==> src/rtl/bus_pkg.sv <==
// Shared types and helpers for the round-robin bus arbiter.
package bus_pkg;

    // Arbiter FSM: pick an owner, hold the bus, then one forced dead cycle.
    typedef enum logic [1:0] {
        IDLE    = 2'd0,
        GRANTED = 2'd1,
        RELEASE = 2'd2
    } arb_state_t;

    // Direction encoding seen by the memory.
    localparam logic RW_WRITE = 1'b1;
    localparam logic RW_READ  = 1'b0;

    // Width of a master index; at least one bit so a 1-master build still elaborates.
    function automatic int owner_w(input int n);
        return (n < 2) ? 1 : $clog2(n);
    endfunction

endpackage

==> src/rtl/bus_arbiter_rr_rr_pick.sv <==
// Combinational round-robin search: first requester at or after the pointer,
// scanning upward and wrapping at N so nonexistent indices are never chosen.
module rr_pick
    import bus_pkg::*;
#(
    parameter int N  = 4,
    parameter int OW = owner_w(N)
) (
    input  logic [N-1:0]  i_req,
    input  logic [OW-1:0] i_ptr,
    output logic [N-1:0]  o_gnt,
    output logic [OW-1:0] o_idx,
    output logic          o_any
);

    // Scan N positions starting at the pointer; the first hit wins.
    always_comb begin : search
        int j;
        j     = 0;
        o_gnt = '0;
        o_idx = '0;
        o_any = 1'b0;
        for (int k = 0; k < N; k++) begin
            j = int'(i_ptr) + k;
            if (j >= N) j = j - N;
            if (!o_any && i_req[j]) begin
                o_any    = 1'b1;
                o_gnt[j] = 1'b1;
                o_idx    = OW'(j);
            end
        end
    end

endmodule

==> src/rtl/bus_arbiter_rr.sv <==
// Round-robin arbiter and bus mux: N cores share one memory port through the
// grant_request/grant_given handshake, with an optional tenure limit.
module bus_arbiter_rr
    import bus_pkg::*;
#(
    parameter int N_MASTERS = 4,
    parameter int ADDR_W    = 9,
    parameter int DATA_W    = 8,
    parameter int MAX_HOLD  = 16
) (
    input  logic                          clk,
    input  logic                          reset,
    input  logic [N_MASTERS-1:0]          grant_request,
    output logic [N_MASTERS-1:0]          grant_given,
    input  logic [N_MASTERS-1:0]          m_rw,
    input  logic [N_MASTERS*ADDR_W-1:0]   m_address,
    input  logic [N_MASTERS*DATA_W-1:0]   m_data_out,
    output logic [DATA_W-1:0]             m_data_in,
    output logic                          mem_en,
    output logic                          mem_rw,
    output logic [ADDR_W-1:0]             mem_address,
    output logic [DATA_W-1:0]             mem_wdata,
    input  logic [DATA_W-1:0]             mem_rdata,
    output logic [owner_w(N_MASTERS)-1:0] owner_id,
    output logic                          timeout
);

    localparam int OW = owner_w(N_MASTERS);
    localparam int HOLD_W = (MAX_HOLD < 2) ? 1 : $clog2(MAX_HOLD + 1);
    localparam logic [HOLD_W-1:0] HOLD_LIM = HOLD_W'(MAX_HOLD);
    localparam logic [OW-1:0] LAST_IDX = OW'(N_MASTERS - 1);

    arb_state_t             r_state;
    logic [N_MASTERS-1:0]   r_grant;
    logic [OW-1:0]          r_owner;    // visible owner, zero when idle
    logic [OW-1:0]          r_last;     // owner of the latest tenure, kept for the pointer
    logic [OW-1:0]          r_ptr;
    logic [HOLD_W-1:0]      r_hold;
    logic                   r_timeout;

    logic [N_MASTERS-1:0]   w_pick;
    logic [OW-1:0]          w_idx;
    logic                   w_any;
    logic                   w_own_req;
    logic                   w_rw;
    logic [ADDR_W-1:0]      w_addr;
    logic [DATA_W-1:0]      w_wdata;

    rr_pick #(
        .N  (N_MASTERS),
        .OW (OW)
    ) u_pick (
        .i_req (grant_request),
        .i_ptr (r_ptr),
        .o_gnt (w_pick),
        .o_idx (w_idx),
        .o_any (w_any)
    );

    // Only the current owner's request matters; others are ignored while granted.
    assign w_own_req = |(grant_request & r_grant);

    // Arbitration FSM with registered grant, owner, timeout and tenure counter.
    always_ff @(posedge clk or negedge reset) begin
        if (!reset) begin
            r_state   <= IDLE;
            r_grant   <= '0;
            r_owner   <= '0;
            r_last    <= '0;
            r_ptr     <= '0;
            r_hold    <= '0;
            r_timeout <= 1'b0;
        end else begin
            r_timeout <= 1'b0;
            case (r_state)
                IDLE: begin
                    if (w_any) begin
                        r_grant <= w_pick;
                        r_owner <= w_idx;
                        r_last  <= w_idx;
                        r_hold  <= HOLD_W'(1);
                        r_state <= GRANTED;
                    end
                end
                GRANTED: begin
                    if (!w_own_req) begin
                        r_grant <= '0;
                        r_owner <= '0;
                        r_state <= RELEASE;
                    end else if ((MAX_HOLD != 0) && (r_hold == HOLD_LIM)) begin
                        r_grant   <= '0;
                        r_owner   <= '0;
                        r_timeout <= 1'b1;
                        r_state   <= RELEASE;
                    end else if ((MAX_HOLD != 0) && (r_hold != HOLD_LIM)) begin
                        r_hold <= r_hold + 1'b1;
                    end
                end
                RELEASE: begin
                    // Last owner drops to lowest priority for the next pick.
                    r_ptr   <= (r_last == LAST_IDX) ? '0 : r_last + 1'b1;
                    r_hold  <= '0;
                    r_state <= IDLE;
                end
                default: r_state <= IDLE;
            endcase
        end
    end

    // One-hot AND-OR mux from the registered grant; all zero when idle.
    always_comb begin
        w_rw    = RW_READ;
        w_addr  = '0;
        w_wdata = '0;
        for (int i = 0; i < N_MASTERS; i++) begin
            if (r_grant[i]) begin
                w_rw    = w_rw | m_rw[i];
                w_addr  = w_addr | m_address[i*ADDR_W +: ADDR_W];
                w_wdata = w_wdata | m_data_out[i*DATA_W +: DATA_W];
            end
        end
    end

    assign grant_given = r_grant;
    assign owner_id    = r_owner;
    assign timeout     = r_timeout;
    assign mem_en      = |r_grant;
    assign mem_rw      = w_rw;
    assign mem_address = w_addr;
    assign mem_wdata   = w_wdata;
    assign m_data_in   = mem_rdata;

endmodule

==> config.mk <==
export PLATFORM = sky130hd
export DESIGN_NAME = bus_arbiter_rr
export DESIGN_NICKNAME = d
export VERILOG_FILES = /design/src/rtl/bus_pkg.sv /design/src/rtl/bus_arbiter_rr_rr_pick.sv /design/src/rtl/bus_arbiter_rr.sv
export SDC_FILE = /design/constraint.sdc
export NUM_CORES = 1
export LEC_CHECK = 0
export CORE_ASPECT_RATIO = 1.25
export CORE_MARGIN = 1
export CORE_UTILIZATION = 35
export DETAILED_ROUTE_END_ITERATION = 8
export DONT_BUFFER_PORTS = 1
export HOLD_SLACK_MARGIN = 0.12
export SYNTH_ARGS = -nofsm -noshare
export SYNTH_HDL_FRONTEND = slang
export SYNTH_HIERARCHICAL = 1
export SYNTH_SLANG_ARGS = --single-unit
==> constraint.sdc <==
create_clock -name clk -period 4.31 [get_ports clk]
set_input_delay 0.862 -clock clk [delete_from_list [all_inputs] [get_ports clk]]
set_output_delay 0.862 -clock clk [all_outputs]
set_load 0.03 [all_outputs]
Word level (Yosys, flattened, before mapping):

Index checks and enable logic that the tools add are counted.

* add/sub/neg operators: 9
* order comparisons: 12
* equal/unequal tests: 10
* multiplexer cells: 69
* bitwise gates (word level): 13
* reduce and logical (&&, ||, !) cells: 19

Operator list (number)
* greater-or-equal comparator 32 x 1 -> 1 bit, second input constant: 4
* less-than comparator 32 x 4 -> 1 bit, second input constant: 4
* 2-to-1 mux 32 bit: 4
* greater-or-equal comparator 32 x 4 -> 1 bit, second input constant: 3
* subtractor 32 x 4 -> 32 bit, second input constant: 3
* 2-to-1 mux 9 bit: 4
* 2-to-1 mux 8 bit: 4
* 2-to-1 mux 4 bit: 7
* bitwise OR 9 bit: 3
* bitwise OR 8 bit: 3
* 2-to-1 mux 1 bit: 23
* 2-to-1 mux 2 bit: 11
* 2-to-1 mux 5 bit: 4
* case mux 5 bit (3 select lines): 1
* bitwise OR 4 bit: 3
* binary-select mux 1 bit (select 2 bit): 4
* demux 1 bit (select 2 bit): 4
* case mux 2 bit (2 select lines): 2
* case mux 4 bit (2 select lines): 1
* OR reduction 4 bit: 2
* logical AND 1 bit: 7
* adder 2 x 2 -> 3 bit, second input constant: 2
* inequality test 2 bit, second input constant: 3
* adder 5 x 1 -> 5 bit, second input constant: 1
* 19 further kinds: 25

* register bits: 18
* input bits: 86
* output and inout bits: 34
* word-level logic and storage cells: 139

Longest topological paths before layout:

Gate-level depths: netlist (run 1).

* word-level depth: 17
* depth in mapped cells: 12
* gate-level depth less buffers: 9

Cells and area by module:

Netlist (run 1), hierarchy kept.

Modules (own cells, without submodules)
* bus_arbiter_rr: instances 1, cells an instance 172, area an instance 1451.4 sq um, sequential area each 450.4 sq um
* rr_pick: instances 1, cells an instance 48, area an instance 460.4 sq um, sequential area each 0.0 sq um

Worst setup path after synthesis (run 1):

No wires, ideal clock.

* path kind: input-to-reg
* start point: input port grant_request[2]
* end point: register r_hold[3]
* library setup time: 126 ps
* arrival time: 2486 ps
* required time: 4184 ps
* path slack: 1698 ps
* cell stages on the path: 7
* cells stage by stage: mux4_1 > nor3_1 > nand2b_1 > nor2b_1 > nor2_1 > and3_1 > a221o_1

* longest elaborated chain between the ends: 15
* elaborated cells between the ends (all ways): 27
* those cells by class: eq/ne (2); mux (16); bitwise (1); reduce/logical (8)

RTL lines
* start, declared: line bus_arbiter_rr.sv:13 `input logic [N_MASTERS-1:0] grant_request,`
* binary-select mux 1 bit (select 2 bit): line bus_arbiter_rr_rr_pick.sv:26 `if (!o_any && i_req[j]) begin`
* 2-to-1 mux 1 bit (not written as such) (2 in series): line bus_arbiter_rr_rr_pick.sv:26
* 2-to-1 mux 1 bit: line bus_arbiter_rr_rr_pick.sv:26
* zero test 1 bit: line bus_arbiter_rr_rr_pick.sv:26
* logical AND 1 bit: line bus_arbiter_rr_rr_pick.sv:26
* 2-to-1 mux 1 bit: line bus_arbiter_rr_rr_pick.sv:26
* zero test 1 bit: line bus_arbiter_rr_rr_pick.sv:26
* logical AND 1 bit: line bus_arbiter_rr_rr_pick.sv:26
* 2-to-1 mux 1 bit: line bus_arbiter_rr_rr_pick.sv:26
* zero test 1 bit: line bus_arbiter_rr_rr_pick.sv:26
* logical AND 1 bit: line bus_arbiter_rr_rr_pick.sv:26
* 2-to-1 mux 1 bit *: line bus_arbiter_rr_rr_pick.sv:26
* via w_any: line bus_arbiter_rr.sv:43 `logic w_any;`
* inequality test 2 x 1 -> 1 bit (no line) *
* AND reduction 5 bit (no line) *
* end signal, assigned: line bus_arbiter_rr.sv:96 `r_hold <= r_hold + 1'b1;`
* end, declared: line bus_arbiter_rr.sv:38 `logic [HOLD_W-1:0] r_hold;`

Mark *: on every way through the listed nets, which the timed path passes. The rest lies on a longest branch. The select of a mux whose other input is x is not followed.
A chain may end at the register's enable or synchronous reset.

Worst setup path after layout (run 1):

* start point: register r_ptr[0]
* end point: register r_hold[3]

* longest elaborated chain between the ends: 17
* elaborated cells between the ends (all ways): 39
* those cells by class: add/sub (7); order compare (4); eq/ne (1); mux (20); reduce/logical (7)

RTL lines
* start, declared: line bus_arbiter_rr.sv:37 `logic [OW-1:0] r_ptr;`
* start signal, assigned: line bus_arbiter_rr.sv:101 `r_ptr <= (r_last == LAST_IDX) ? '0 : r_last + 1'b1;`
* parallel branches: the longest is 14 deep, another holds subtractor 32 x 4 -> 32 bit
* 2-to-1 mux 1 bit *: line bus_arbiter_rr_rr_pick.sv:26
* via w_any: line bus_arbiter_rr.sv:43
* inequality test 2 x 1 -> 1 bit (no line) *
* AND reduction 5 bit (no line) *

Mark *: on every way through the listed nets, which the timed path passes. The select of a mux whose other input is x is not followed.

==> metrics.md, run 1 <==
| Metric | Value |
|---|---|
| Status | complete, no violations |
| Worst-Skew Late Latency | roughly 260 ps |
| Avg Vias per Cell | 6.43 |
| Min cycle time layout | 3080 ps |
| Vias in the first global route | ~1500 |
| Root Driver | clkbuf_8 |
| Leak pwr | just under 0.9 nW |
| Starting Density | a little under two fifths |
| Initial DRC count | 74 |
| CP Class | reg -> reg |
| Adder-Cell Fraction of Synth Area | around a tenth |
| Worst-Margin Slew | just under 1000 ps |
| DP Area | around 0.0019 mm2 |
| Cts repair resizes | 0 |
| Main combinational cell family by area after synthesis | compound AO/OA/AOI/OAI gates |
| Prevailing post-synth register cell | dfrtp_1 |
| CTS clock-pin slew for the worst setup and hold paths | 70 ps |
| CP Capture Type | register |
| Unrepaired setup endpoints after global routing | false |
| Core area | roughly 0.0052 mm2 |
| Syn Area/Cell | 8.69 um2 |
| Slowest CP cell | dfrtp_1 |
| Setup bufs post-CTS | 0 |
| Fin Clk Skew | 3.20 ps |
| CTS max path bufs | 2 |
| DRT antenna net count | 0 |
| Max Clock Freq | around 320 MHz |
| Tcrit/Tclk final | a little under three quarters |
| Setup WS pre-CTS | approximately 1300 ps |
| Fraction of registers with async set/reset | 100% |
| Worst hold path type | in -> async |
| Pins Over Slew Limit | 0 |
| Critical path capture point | r_hold[3] |
| Chip height | between 80 and 90 um |
| Vias | between 1500 and 2000 |
| Cts hold-fix bufs | 0 |
| Reg2reg path depth | 9 |
| WP data arrival | approximately 3200 ps |
| Sinks on Clock Net | 18 |
| Synth Instances | 220 |
| TritonCTS Buffers | 3 |
| Ys Warns | 6 |
| CP Data Required Time | roughly 4500 ps |
| Layout Nets | 304 |
| Startpoint Class | register |
| Number of remaining DRC errors | 0 |
| Final worst setup slack | ~1200 ps |
| Simple-gate share of the synthesized area | between 10% and 20% |
| RR Endpoint | r_hold[3] |
| XOR/XNOR Fraction of Synth Area | 0% |
| Overall Global Routing Usage | 16.0% |
| Fillers | between 500 and 600 |
| Ant. Diodes | 0 |
| DR WL/cell | ~18 um |
| Post-synth cell types | 43 |
| Area grow syn2layout | -0.0656% |
| Max Fanout on Critical Path | 15 |
| Crit. Startpoint | r_ptr[0] |
| MaxCap Viol Count | 0 |
| GR Overflow Total | 0 |
| Number of synthesized flops with an enable pin | 0 |
| Peak VDD IR | approximately 0.00020 V |
| Global-route wire length before repair | 7200 um |
| Input/output buffers | 0 |
| Setup TNS | 0 ps |
| H-tree Lvls | 1 |
| Post-synthesis register bit count | 18 |
| Mux cell area share after synthesis | between 10% and 20% |
| Layout cells sized above 1 | 7.43% |
| Post-synthesis compound-gate area fraction | between 30% and 40% |
| Post-synthesis sequential area ratio | between 20% and 30% |
| Hpwl dp | 3670 um |
| PwrDens | between 700 and 800 mW/mm2 |
| Initial antenna violation count | 0 |
| Io pins | 120 |
| Mapped Area | 0.00191 mm2 |
| Slew HR | around a third |
| Reg2reg start | r_ptr[0] |
| Gp weighted congestion | 0.799 |
| Final WL | between 4000 and 5000 um |
| Die Area | around 0.0058 mm2 |
| First-pass DRT Iterations | 4 |
| Final instance area | around 0.0019 mm2 |
| Synthesized Nets | 321 |
| Die Wd | around 68 um |
| Final setup vio count | 0 |
| Largest net degree at the start of global routing | 24 |
| CP Cell Sequence | inv_1, ha_1, mux4_2, nor3_1, nand2b_1, nor2b_1, nor2_1, and3_1, a221o_1 |
| FF-to-FF setup slack | 1230 ps |
| CTS tree | done |
| Row cnt | 29 |
| Final hold violations | 0 |
| Max stage delay on crit path | around 700 ps |
how the worst min path moves through the flow:
stage	startpoint	endpoint	cells past startpoint
floorplan	r_last[1]	r_last[1]	2
global placement	r_last[1]	r_last[1]	2
detailed placement	r_last[1]	r_last[1]	2
CTS	reset	r_hold[2]	0
global route	reset	owner_id[0]	0
finish	reset	r_hold[1]	0
stage by stage:
step	util (%)	power, mW	hold WS [ps]	std cells
2_1_floorplan	-	1.13	450	220
3_3_place_gp	36.0	1.25	479	260
3_5_place_dp	36.0	1.25	486	260
4_1_cts	37.1	1.40	287	264
5_1_grt	37.1	1.50	282	264
6_report	37.1	1.40	290	264
per-layer routing:
layer	global-route usage, %	part of all wire, %	vias up
met2	29.8	53	79
met1	19.0	41	818
li1	-	-	795
met5	0	0	-
met3	0.951	4.9	6
met4	4.36	0.67	0
where the power goes:
group | internal, mW | leakage [nW] | switching (mW)
sequential | 0.219 | 0.234 | 0.143
clock | 0.0813 | 0.0288 | 0.0594
combinational | 0.335 | 0.608 | 0.558
total | 0.636 | 0.871 | 0.761
cell usage after synthesis (2+ instances only):
master / number / area share, %
a22oi_1: 44 / 17
nand2_1: 27 / 5.3
dfrtp_1: 18 / 24
ha_1: 15 / 9.8
inv_1: 11 / 2.2
o21ai_0: 11 / 2.9
nor2_1: 9 / 1.8
buf_4: 8 / 3.1
clkbuf_1: 7 / 1.4
a21oi_1: 6 / 1.6
buf_2: 5 / 1.3
a22o_1: 4 / 1.8
and2b_1: 4 / 1.6
and3_1: 4 / 1.3
mux2_2: 4 / 2.4
o2bb2ai_1: 4 / 1.8
mux2i_1: 3 / 1.6
mux4_1: 3 / 4.1
nand3_1: 3 / 0.79
nor3_1: 3 / 0.79
a221o_1: 2 / 1.0
buf_6: 2 / 1.2
nand2b_1: 2 / 0.65
o211ai_1: 2 / 0.79
sequential cells by signal (all words and copies together) (netlist names):
name / count
timeout: 1
r_last: 2
r_hold: 5
r_state: 2
owner_id: 2
grant_given: 4
r_ptr: 2
cells by family after synthesis:
family                   after synthesis
AO/OA/AOI/OAI                         81
AND/OR/NAND/NOR                       61
buffers and inverters                 33
flip-flops                            18
adder cells (fa/ha/maj)               15
multiplexers                          12
placed cells by master (no fill, tap or decap), types with 2 or more instances in the layout:
cell	n
mux2i_1	3
nand2_1	27
and2b_1	4
nand2b_1	2
nand3_1	3
a22o_1	4
o211ai_1	2
dfrtp_1	18
nor2_1	9
o2bb2ai_1	4
ha_1	15
mux4_1	3
mux2_2	4
nor3_1	3
a221o_1	2
and3_1	4
a21oi_1	6
a22oi_1	44
clkbuf_8	4
inv_1	11
o21ai_0	11
final cells by class:
type                            instances  area [um2]  share of cell area [%]
Multi-Input combinational cell        169        1290                    67.3
Sequential cell                        18         450                    23.6
Tap cell                               62        77.6                    4.06
Clock buffer                            4        55.1                    2.88
Inverter                               11        41.3                    2.16
critical path: cells and delay by family (launching register included):
| kind | cells | cell delay, ps |
|---|---|---|
| multiplexers | 1 | 440 |
| buffers and inverters | 1 | 200 |
| flip-flops | 1 | 680 |
| AO/OA/AOI/OAI | 1 | 250 |
| AND/OR/NAND/NOR | 5 | 990 |
| adder cells (fa/ha/maj) | 1 | 400 |
No activity file was read; power rests on OpenSTA's default activity.
==> inputs of run 2 (changes only) <==
==> constraint.sdc (replaced) <==
create_clock -name clk -period 2.76 [get_ports clk]
set_input_delay 0.552 -clock clk [delete_from_list [all_inputs] [get_ports clk]]
set_output_delay 0.552 -clock clk [all_outputs]
set_load 0.03 [all_outputs]
==> run 2 against run 1 <==
Flip-flop and latch count stayed put. Utilization is 1.6 points higher. Sequential power is 42% higher. Final area is 4.3% higher. Routed wire length is 3.4% higher. Largest cell class unchanged. Sequential share of layout area is 0.98 points lower. Critical path depth stayed put.
==> metrics.md, run 2 (synthesis gave the netlist of run 1 again) <==
| Metric | Value |
|---|---|
| Status | complete, no violations |
| Setup bufs post-CTS | 0 (unchanged) |
| Gp weighted congestion | 0.839 (+5.0%) |
| Initial DRC count | 87 (+18%) |
| PwrDens | 1140 mW/mm2 (+56%) |
| Startpoint Class | register |
| Hpwl dp | 3770 um (+2.8%) |
| Number of remaining DRC errors | 0 (unchanged) |
| Core area | 0.00515 mm2 (unchanged) |
| Layout cells sized above 1 | 11.8% (+4.4 points) |
| Chip height | 84.6 um (unchanged) |
| Tcrit/Tclk final | 91.2% (+20 points) |
| DRT antenna net count | 0 (unchanged) |
| Slowest CP cell | dfrtp_1 |
| Final hold violations | 0 (unchanged) |
| Worst-Skew Late Latency | 250 ps (about the same) |
| CTS tree | done |
| Global-route wire length before repair | 7670 um (+6.6%) |
| Avg Vias per Cell | 6.32 (-1.8%) |
| CTS clock-pin slew for the worst setup and hold paths | 70 ps (about the same) |
| Final WL | 4940 um (+3.4%) |
| Worst-Margin Slew | 951 ps (-33.3 ps) |
| CP Cell Sequence | inv_1, ha_1, mux4_2, nor3_2, nand2b_1, nor2b_1, nor2_1, and3_1, a221o_1 |
| MaxCap Viol Count | 0 (unchanged) |
| Input/output buffers | 0 (unchanged) |
| Row cnt | 29 (unchanged) |
| Starting Density | 37.1% (unchanged) |
| Initial antenna violation count | 0 (unchanged) |
| Slew HR | 36.6% (+2.2 points) |
| Ant. Diodes | 0 (unchanged) |
| First-pass DRT Iterations | 4 (unchanged) |
| Max stage delay on crit path | 400 ps (-280 ps) |
| Largest net degree at the start of global routing | 24 (unchanged) |
| Die Wd | 68.1 um (unchanged) |
| CP Data Required Time | 2900 ps (-1560 ps) |
| Max Clock Freq | 397 MHz (+22%) |
| Area grow syn2layout | 4.25% |
| CTS max path bufs | 2 (unchanged) |
| Sinks on Clock Net | 18 (unchanged) |
| GR Overflow Total | 0 (unchanged) |
| Setup TNS | 0 ps (unchanged) |
| CP Capture Type | register |
| Pins Over Slew Limit | 0 (unchanged) |
| TritonCTS Buffers | 3 (unchanged) |
| Most frequent cells in the layout | a22oi_1 (44), nand2_1 (27), dfrtp_1 (18), ha_1 (15) |
| CP Class | reg -> reg |
| Max Fanout on Critical Path | 5 (-10) |
| Overall Global Routing Usage | 17.4% (+1.3 points) |
| DR WL/cell | 18.0 um (-0.36%) |
| Vias | 1731 (+1.9%) |
| Layout Nets | 314 (+3.3%) |
| Vias in the first global route | 1594 (+4.3%) |
| Worst hold path type | reg -> reg |
| Largest register FFs | 5 (unchanged) |
| WP data arrival | 2650 ps (-580 ps) |
| Final setup vio count | 0 (unchanged) |
| Biggest register | r_hold |
| Min cycle time layout | 2520 ps (-564 ps) |
| Io pins | 120 (unchanged) |
| Fin Clk Skew | 4.65 ps (+1.46 ps) |
| Util after Layout | 38.7% (+1.6 points) |
| Root Driver | clkbuf_8 |
| Unrepaired setup endpoints after global routing | false |
| H-tree Lvls | 1 (unchanged) |
| Die Area | 0.00576 mm2 (unchanged) |
| Commonest non-fill, non-tap cell in the layout | a22oi_1 |
| Leak pwr | 0.921 nW (+5.7%) |
| Peak VDD IR | 0.000314 V (+57%) |
[run 2: cell types whose count changed in the layout (fill, tap and decap cells not counted), sizes merged]
cell and delta:
dlygate4sd3 +1, buf +9
[run 2: worst max-delay path, delay by kind of cell (launching register included)]
family,cells,cell delay (ps)
AND/OR/NAND/NOR,5,900
flip-flops,1,400
adder cells (fa/ha/maj),1,380
multiplexers,1,340
AO/OA/AOI/OAI,1,250
buffers and inverters,1,130
[run 2: what timing repair did]
item,4_1_cts,5_1_grt
endpoints found under the hold margin,18,0
hold buffers,1,0
gates resized for setup,0,1
endpoints found under the setup margin,0,2
[run 2: path summary, 6_finish.rpt]
path / start / to / slack (ps) / depth (start not counted)
setup reg to reg: r_ptr[1] / r_hold[3] / 240 / 9
hold reg to reg: r_last[1] / r_last[1] / 490 / 2
min in group asynchronous: reset / owner_id[0] / 820 / 1
max in group asynchronous: reset / r_hold[0] / 1450 / 1
setup / recovery: r_ptr[1] / r_hold[3] / 240 / 9
hold / removal: r_last[1] / r_last[1] / 490 / 2
[run 2: report_power, final]
part | total (mW) | switching, mW | internal [mW]
clock network | 0.216 | 0.0896 | 0.127
logic | 1.54 | 0.943 | 0.597
registers | 0.514 | 0.170 | 0.344
[run 2: per-layer routing]
metal / track usage, % / part of all wire, % / vias up
met2: 30.7 / 53 / 72
met3: 1.77 / 3.8 / 8
met1: 21.1 / 42 / 838
li1: - / - / 813
met5: 0 / 0 / -
met4: 5.68 / 1.4 / 0
[run 2: layout make-up]
| cell class | count | area, um2 |
|---|---|---|
| tap | 62 | 77.6 |
| inverter | 11 | 41.3 |
| multi-input combinational | 169 | 1290 |
| sequential | 18 | 450 |
| fill | 520 | 3160 |
| timing repair buffer | 10 | 77.6 |
| clock buffer | 4 | 55.1 |
[run 2: per-stage QoR]
step / instances / setup slack [ps] / power [mW] / hold slack, ps / area [um2]
after floorplan: 220 / 192 / 1.77 / 256 / 1910
after global placement: 269 / 230 / 2.03 / 257 / 1920
after detailed placement: 269 / 210 / 2.04 / 257 / 1920
after CTS: 274 / 192 / 2.27 / 500 / 1990
after global routing: 274 / 34.6 / 2.46 / 523 / 1990
final: 274 / 244 / 2.27 / 494 / 1990
==> inputs of run 3 (changes only) <==
--- a/config.mk
+++ b/config.mk
@@ -11,6 +11,7 @@
 export DETAILED_ROUTE_END_ITERATION = 8
 export DONT_BUFFER_PORTS = 1
 export HOLD_SLACK_MARGIN = 0.12
+export PLACE_DENSITY_LB_ADDON = 0.15
 export SYNTH_ARGS = -nofsm -noshare
 export SYNTH_HDL_FRONTEND = slang
 export SYNTH_HIERARCHICAL = 1
==> run 3 against run 2 <==
Clock-buffer cell count fell by 1. Worst hold slack worse by 5.2 ps. Global-route usage up 2.3 points. Register-to-register slack got worse by 40 ps. Cell count is 1.5% lower. Utilization down 0.80 points. Critical endpoint unchanged. Via count is 1.8% lower. Critical path depth is the same. Largest cell class unchanged. Fmax decreased by 1.7%.
==> metrics.md, run 3 (synthesis gave the netlist of run 1 again) <==
| Metric | Value |
|---|---|
| Root Driver | clkbuf_8 |
| Core area | 0.00515 mm2 (unchanged) |
| DP Cell Count | 266 (-1.1%) |
| Final setup vio count | 0 (unchanged) |
| Worst-Skew Late Latency | 250 ps (about the same) |
| Io pins | 120 (unchanged) |
| Leak pwr | 0.899 nW (-2.4%) |
| Vias in the first global route | 1678 (+5.3%) |
| DR WL/cell | 20.7 um (+15%) |
| First-pass DRT Iterations | 4 (unchanged) |
| TritonCTS Buffers | 3 (unchanged) |
| PwrDens | 1140 mW/mm2 (+0.30%) |
| Row cnt | 29 (unchanged) |
| Largest net degree at the start of global routing | 24 (unchanged) |
| Hpwl dp | 4300 um (+14%) |
| Routed met1 length | 2170 um (+4.2%) |
| H-tree Lvls | 1 (unchanged) |
| Avg Vias per Cell | 6.29 (-0.39%) |
| Fin Clk Skew | 1.04 ps (-3.61 ps) |
| Reg2reg start | r_ptr[1] |
| Met3 routed WL | 445 um (+140%) |
| Largest register FFs | 5 (unchanged) |
| CTS max path bufs | 2 (unchanged) |
| Final hold violations | 0 (unchanged) |
| Biggest register | r_hold |
| Input/output buffers | 0 (unchanged) |
| WP data arrival | 2690 ps (+40 ps) |
| Die Area | 0.00576 mm2 (unchanged) |
| Startpoint Class | register |
| Ant. Diodes | 0 (unchanged) |
| Overall Global Routing Usage | 19.7% (+2.3 points) |
| Top layer used by detailed routing | met4 |
| MaxCap Viol Count | 0 (unchanged) |
| Layout Nets | 311 (-0.96%) |
| Initial antenna violation count | 0 (unchanged) |
| Gp weighted congestion | 0.986 (+17%) |
| Worst hold path type | reg -> reg |
| Max Clock Freq | 391 MHz (-1.7%) |
| Peak VDD IR | 0.000314 V (about the same) |
| Most frequent cells in the layout | a22oi_1 (44), nand2_1 (27), dfrtp_1 (18), ha_1 (15) |
| Setup TNS | 0 ps (unchanged) |
| Critical path capture point | r_hold[3] |
| Die Wd | 68.1 um (unchanged) |
| Setup WS pre-CTS | 243 ps (+32.6 ps) |
| FF-to-FF setup slack | 200 ps (-40 ps) |
| RR Endpoint | r_hold[3] |
| Global-route wire length before repair | 8600 um (+12%) |
| Tcrit/Tclk final | 92.7% (+1.6 points) |
| CTS clock-pin slew for the worst setup and hold paths | 60 ps (about the same) |
| CP Data Required Time | 2890 ps (about the same) |
| Cts repair resizes | 0 (unchanged) |
| Number of remaining DRC errors | 0 (unchanged) |
| Fillers | 524 (+0.77%) |
| Crit. Startpoint | r_ptr[1] |
| CP Class | reg -> reg |
| Area grow syn2layout | 2.09% |
| Sinks on Clock Net | 18 (unchanged) |
| Non-filler instance count after layout | 270 (-1.5%) |
| Pins Over Slew Limit | 0 (unchanged) |
| Chip height | 84.6 um (unchanged) |
| Vias | 1699 (-1.8%) |
| Slew HR | 30.8% (-5.8 points) |
| Status | complete, no violations |
| CP Capture Type | register |
| CTS tree | done |
| GR Overflow Total | 0 (unchanged) |
| DRT antenna net count | 0 (unchanged) |
| Worst-Margin Slew | 1040 ps (+87.5 ps) |
| Initial DRC count | 151 (+74%) |
| Final worst setup slack | 201 ps (-43.0 ps) |
| Commonest non-fill, non-tap cell in the layout | a22oi_1 |
| Min cycle time layout | 2560 ps (+43.0 ps) |
| Layout cells sized above 1 | 9.62% (-2.2 points) |
| Max Fanout on Critical Path | 10 (+5) |
| Unrepaired setup endpoints after global routing | false |
| Starting Density | 37.1% (unchanged) |
| Final WL | 5580 um (+13%) |
| DR WL met2 | 2850 um (+9.5%) |
| Reg2reg path depth | 9 (unchanged) |
-- run 3: cell count changes in the layout (fill, tap and decap cells not counted) --
cell / change
clkbuf_8: -1
buf_4: -3
nor3_2: -1
nor3_1: +1
-- run 3: layer usage --
metal  global-route usage (%)  vias up
met4                     7.77        0
met3                     3.40       10
met5                        0        -
met2                     32.4       91
met1                     24.6      797
li1                         -      801
-- run 3: worst min-delay path by stage --
| stage | from | to | slack [ps] | cells past startpoint |
|---|---|---|---|---|
| final | r_last[1] | r_last[1] | 490 | 2 |
| after global routing | r_last[1] | r_last[1] | 540 | 2 |
| after CTS | r_last[1] | r_last[1] | 490 | 2 |
| after detailed placement | reset | r_last[0] | 260 | 0 |
| after global placement | reset | r_ptr[0] | 260 | 0 |
| after floorplan | reset | grant_given[0] | 260 | 0 |
-- run 3: cell type report --
class                           instances  area (um2)  share of cell area, %
Clock buffer                            3        41.3                   2.12
Inverter                               11        41.3                   2.12
Multi-Input combinational cell        169        1290                   65.9
Sequential cell                        18         450                   23.1
Tap cell                               62        77.6                   3.97
Timing Repair Buffer                    7        55.1                   2.82
-- run 3: critical path, cell delays in order, from the launching register on --
cell	delay (ps)
dfrtp_1	340
inv_1	90
ha_1	370
mux4_2	450
nor3_1	310
nand2b_1	170
nor2b_1	180
nor2_1	100
and3_1	170
a221o_1	260
-- run 3: report_power, final --
part / total (mW) / leakage (nW) / internal [mW] / switching (mW)
sequential: 0.509 / 0.234 / 0.343 / 0.165
clock: 0.181 / 0.0216 / 0.0969 / 0.0843
combinational: 1.54 / 0.643 / 0.570 / 0.969
-- run 3: repair_timing --
item / 4_1_cts / 5_1_grt
hold buffers: 1 / 0
buffers inserted: 0 / 0
endpoints found under the hold margin: 18 / 0
-- run 3: per-stage QoR --
stage	cell area (um2)	util, %	power (mW)	hold WS (ps)
after floorplan	1910	-	1.77	256
after global placement	1900	36.9	1.99	257
after detailed placement	1900	36.9	2.04	257
after CTS	1950	37.9	2.24	489
after global routing	1950	37.9	2.42	537
final	1950	37.9	2.23	488
